File: config.mk
export PLATFORM = sky130hd
export DESIGN_NAME = div_unit
export DESIGN_NICKNAME = d
export VERILOG_FILES = /design/src/rtl/div_unit.sv
export SDC_FILE = /design/constraint.sdc
export NUM_CORES = 1
export LEC_CHECK = 0
export CORE_MARGIN = 8
export CORE_UTILIZATION = 55
export DETAILED_ROUTE_END_ITERATION = 10
export PLACE_DENSITY = 0.85
export SLEW_MARGIN = 20
export SYNTH_ARGS = -nofsm -noshare
export SYNTH_HDL_FRONTEND = slang
export SYNTH_SLANG_ARGS = --single-unit
File: constraint.sdc
create_clock -name clk -period 5.26 [get_ports clk]
set_input_delay 0.526 -clock clk [delete_from_list [all_inputs] [get_ports clk]]
set_output_delay 0.526 -clock clk [all_outputs]
set_load 0.05 [all_outputs]
File: src/rtl/div_unit.sv
// div_unit: multi-cycle radix-2 restoring divider for DIV/DIVU.
// Signed operands are divided as magnitudes; result signs are fixed on the finalize edge.
module div_unit #(
    parameter int WIDTH = 32
) (
    input  logic               clk,
    input  logic               rst,
    input  logic               signed_div_i,
    input  logic [WIDTH-1:0]   opdata1_i,
    input  logic [WIDTH-1:0]   opdata2_i,
    input  logic               start_i,
    input  logic               annul_i,
    output logic [2*WIDTH-1:0] result_o,
    output logic               ready_o
);
    localparam int CW = $clog2(WIDTH) + 1;
    localparam logic [CW-1:0] LAST = CW'(WIDTH);
    localparam logic [1:0] S_FREE   = 2'b00;
    localparam logic [1:0] S_BYZERO = 2'b01;
    localparam logic [1:0] S_ON     = 2'b10;
    localparam logic [1:0] S_END    = 2'b11;

    logic [1:0]       state;
    logic [CW-1:0]    cnt;
    logic             sgn, neg1, neg2;
    logic [WIDTH-1:0] dvd, dvs, rem, mag1, mag2, rem_next, quo_fix, rem_fix;
    logic [WIDTH:0]   shifted, diff;

    // dvd holds the unconsumed dividend bits in its top and the quotient bits shifted in at the bottom
    always_comb begin
        mag1     = (signed_div_i && opdata1_i[WIDTH-1]) ? -opdata1_i : opdata1_i;
        mag2     = (signed_div_i && opdata2_i[WIDTH-1]) ? -opdata2_i : opdata2_i;
        shifted  = {rem, dvd[WIDTH-1]};
        diff     = shifted - {1'b0, dvs};
        rem_next = diff[WIDTH] ? shifted[WIDTH-1:0] : diff[WIDTH-1:0];
        quo_fix  = (sgn && (neg1 ^ neg2)) ? -dvd : dvd;
        rem_fix  = (sgn && neg1) ? -rem : rem;
    end

    always_ff @(posedge clk) begin
        if (rst) begin
            state    <= S_FREE;
            cnt      <= '0;
            sgn      <= 1'b0;
            neg1     <= 1'b0;
            neg2     <= 1'b0;
            dvd      <= '0;
            dvs      <= '0;
            rem      <= '0;
            result_o <= '0;
            ready_o  <= 1'b0;
        end else begin
            case (state)
                S_FREE: if (start_i && !annul_i) begin
                    sgn   <= signed_div_i;
                    neg1  <= opdata1_i[WIDTH-1];
                    neg2  <= opdata2_i[WIDTH-1];
                    dvd   <= mag1;
                    dvs   <= mag2;
                    rem   <= '0;
                    cnt   <= '0;
                    state <= (opdata2_i == '0) ? S_BYZERO : S_ON;
                end
                S_BYZERO: begin
                    result_o <= '0;
                    ready_o  <= 1'b1;
                    state    <= S_END;
                end
                S_ON: if (annul_i) begin
                    state <= S_FREE;
                end else if (cnt != LAST) begin
                    rem <= rem_next;
                    dvd <= {dvd[WIDTH-2:0], ~diff[WIDTH]};
                    cnt <= cnt + 1'b1;
                end else begin
                    result_o <= {rem_fix, quo_fix};
                    ready_o  <= 1'b1;
                    cnt      <= '0;
                    state    <= S_END;
                end
                S_END: if (!start_i) begin
                    result_o <= '0;
                    ready_o  <= 1'b0;
                    state    <= S_FREE;
                end
                default: state <= S_FREE;
            endcase
        end
    end
endmodule

==> reports/qor.csv <==
stage,metric,value,unit
status,status,"complete, no violations",
yosys,synth_seq_area_share,0.313,
sta,totalNegativeSetupSlack,0,ns
final_layout,n_antenna_cell,0,
yosys,yosys.area.top_type,dfxtp_1,
pwr,power_frac_clock,0.373,
pwr,seqPwrFrac,0.406,
run,maxCapViolCount,0,
sta,drv_slew,0,
placed_design,io_buffers,133,
yosys,synth_fp_nets,1541,
sta,relSlewSlack,0.290,
sta,grt_setup_unrepaired,no,
yosys,synthTopCellsByArea,"dfxtp_1 31%, nor2_1 7.3%, xor2_1 5.9%, xnor2_1 5.7%, a21oi_1 4.8%",
yosys,postSynthAreaPerCell,7.68,µm²
sta,setup_slack,1.49,ns
die,die_w,157,µm
final_layout,drive_above_1_share,0.0378,
worst_setup_path,cp_max_fo,40,
global_route,antenna_found_initial,0,
pwr,p_sw,1.10,mW
global_route,first_global_vias,10100,
die,core,19500,µm²
yosys,async_flop_share,0,
detailed_routing,vias,11000,
die,start_util,0.564,
final_layout,syn2layout_area_growth,17.7,%
final_layout,final_nets,1605,
detailed_routing,wl_per_cell,18.5,µm
detailed_routing,drc_errors,0,
global_route,grt_max_degree,73,
worst_setup_path,cp-end-kind,register,
clocking,cts.sinks,172,
clocking,cts_tree,yes,
placed_design,post-place-ws,1.59,ns
yosys,synth_commonest_cells,"215 x nor2_1, 172 x dfxtp_1, 121 x nand2_1, 105 x a21oi_1, 84 x clkbuf_1",
yosys,ys_types,68,
sta,fin_crit,3.77,ns
clocking,clock_latency,0.44,ns
worst_setup_path,required,5.60,ns
yosys,synth_edf_count,0,
die,pin_count,134,
clocking,ctsHoldBuffers,0,
sta,post-route-period-util,0.717,
worst_setup_path,arrival,4.11,ns
pwr,power,3.49,mW
placed_design,place_inst,1743,
sta,hold_viol,0,
placed_design,gp_congestion,0.949,
detailed_routing,drtPass1Iterations,6,
placed_design,dpl.hpwl,24.2,mm
sta,fin_worst_skew,0.0120,ns
final_layout,final_cells,1774,
sta,finalSetupViolations,0,
global_route,track_usage,0.261,
die,die_y,157,µm
worst_setup_path,startpoint_type,register,
yosys,synth.most_common_cell,nor2_1,
clocking,root_buffer,clkbuf_16,
sta,fmax,265,MHz
final_layout,fill_cells,1637,
yosys,synthCells,1433,
yosys,ys.warnings.count,0,
pwr,max-vdd-ir-drop,244,µV
pwr,p_leak,4.98,nW
clocking,cts_max_path_buffers,2,
detailed_routing,via_per_inst,6.18,
worst_setup_path,path_class,register to register,
detailed_routing,drt_iter0_drc,1293,
yosys,synth_top_area_frac,0.313,
pwr,power.density,270,nW/µm²
global_route,grt_overflow,0,
clocking,post-cts-setup-buffer-count,0,
clocking,cts_resized,0,
yosys,netlist_area,11000,µm²
yosys,ys_seq_elements,172,
pwr,comb_power_share,0.221,
clocking,cts-htree-levels,4,
sta,tightest_slew,1.06,ns
clocking,cts_made_buffers,17,
die,die_area,24800,µm²
detailed_routing,ant_nets,0,
clocking,clk_pin_slew,0.07,ns
hold_path,min_path_type,register to register,
global_route,grt_first_pass_wirelength,52.7,mm
yosys,synth-main-ff-cell,dfxtp_1,
pwr,intPower,2.40,mW
detailed_routing,drt-total-wl,32.8,mm
pwr,sw_frac_of_total,0.314,
die,num_rows,51,
## final timing paths
check | start | endpoint | slack (ns) | cells past startpoint
setup / recovery | dvd[31] | rem[26] | 1.49 | 11
hold / removal | dvs[22] | dvs[22] | 0.47 | 2
setup reg to reg | dvd[31] | rem[26] | 1.49 | 11
hold reg to reg | dvs[22] | dvs[22] | 0.47 | 2
## stage by stage
stage	hold slack (ns)	util	cell area [µm²]
3_3_place_gp	0.440	0.632	12300
4_1_cts	0.468	0.663	13000
3_5_place_dp	0.453	0.632	12300
5_1_grt	0.494	0.664	13000
2_1_floorplan	0.432	-	11000
6_report	0.470	0.664	13000
## power by group through the flow
| stage | logic [mW] | registers (mW) | clock network [mW] |
|---|---|---|---|
| 2_1_floorplan | 0.555 | 1.42 | 0 |
| 3_3_place_gp | 0.737 | 1.44 | 0 |
| 3_5_place_dp | 0.750 | 1.44 | 0 |
| 4_1_cts | 0.759 | 1.41 | 1.30 |
| 5_1_grt | 0.846 | 1.42 | 1.37 |
| 6_report | 0.773 | 1.42 | 1.30 |
## cells by family after synthesis
logic type / Yosys count / share of synthesized area
DFF: 172 / 0.313
xor gates and xnor gates: 146 / 0.116
and+or+nand+nor: 488 / 0.201
adders and majority gates: 39 / 0.0450
buffers and inverters: 151 / 0.0559
muxes: 25 / 0.0227
AOI/OAI and AO/OA: 412 / 0.246
## state kept, by name (all words and copies together) (netlist names)
signal    count
cnt           6
dvd          32
dvs          32
neg1          1
neg2          1
ready_o       1
rem          32
result_o     64
sgn           1
state         2
## layer usage
metal	wire, µm	part of all wire	vias to the layer above	GRT usage
li1	-	-	5230	-
met1	14700	0.45	5142	0.357
met2	14800	0.45	518	0.404
met3	2490	0.076	69	0.0422
met4	852	0.026	0	0.101
met5	0	0	-	0
## cell type report
| type | count | area, µm² | area share |
|---|---|---|---|
| multi-input cells | 1110 | 6980 | 0.539 |
| inverters | 56 | 210 | 0.0162 |
| clock buffers | 19 | 453 | 0.0350 |
| repair buffers | 140 | 1380 | 0.107 |
| clock inverters | 12 | 154 | 0.0119 |
| well taps | 265 | 332 | 0.0256 |
| flip-flops and latches | 172 | 3440 | 0.266 |
## cells in the final DEF (no fill, tap or decap), types with 16 or more instances in the layout
| cell type | count |
|---|---|
| nor2_1 | 214 |
| dfxtp_1 | 172 |
| clkdlybuf4s50_1 | 132 |
| nand2_1 | 120 |
| a21oi_1 | 104 |
| xor2_1 | 74 |
| xnor2_1 | 72 |
| o21ai_0 | 71 |
| inv_1 | 56 |
| a211oi_1 | 52 |
| a22oi_1 | 45 |
| ha_1 | 38 |
| nor3_1 | 32 |
| mux2i_1 | 25 |
| a21o_1 | 23 |
| nand3_1 | 22 |
| o31ai_1 | 22 |
| a31oi_1 | 18 |
| clkbuf_16 | 17 |
| nor4_1 | 16 |
## worst max-delay path, cell delays in order, from the launching register on
cell and delay, ns:
dfxtp_1 0.33, inv_1 0.09, ha_1 0.24, fa_1 0.40
nand2b_1 0.17, a21oi_1 0.28, o2111ai_1 0.24, a31oi_1 0.34
nor3_1 0.10, and3b_2 0.92, nand2_1 0.29, o221ai_1 0.27
Note: power is estimated with default switching activity, not from simulation.
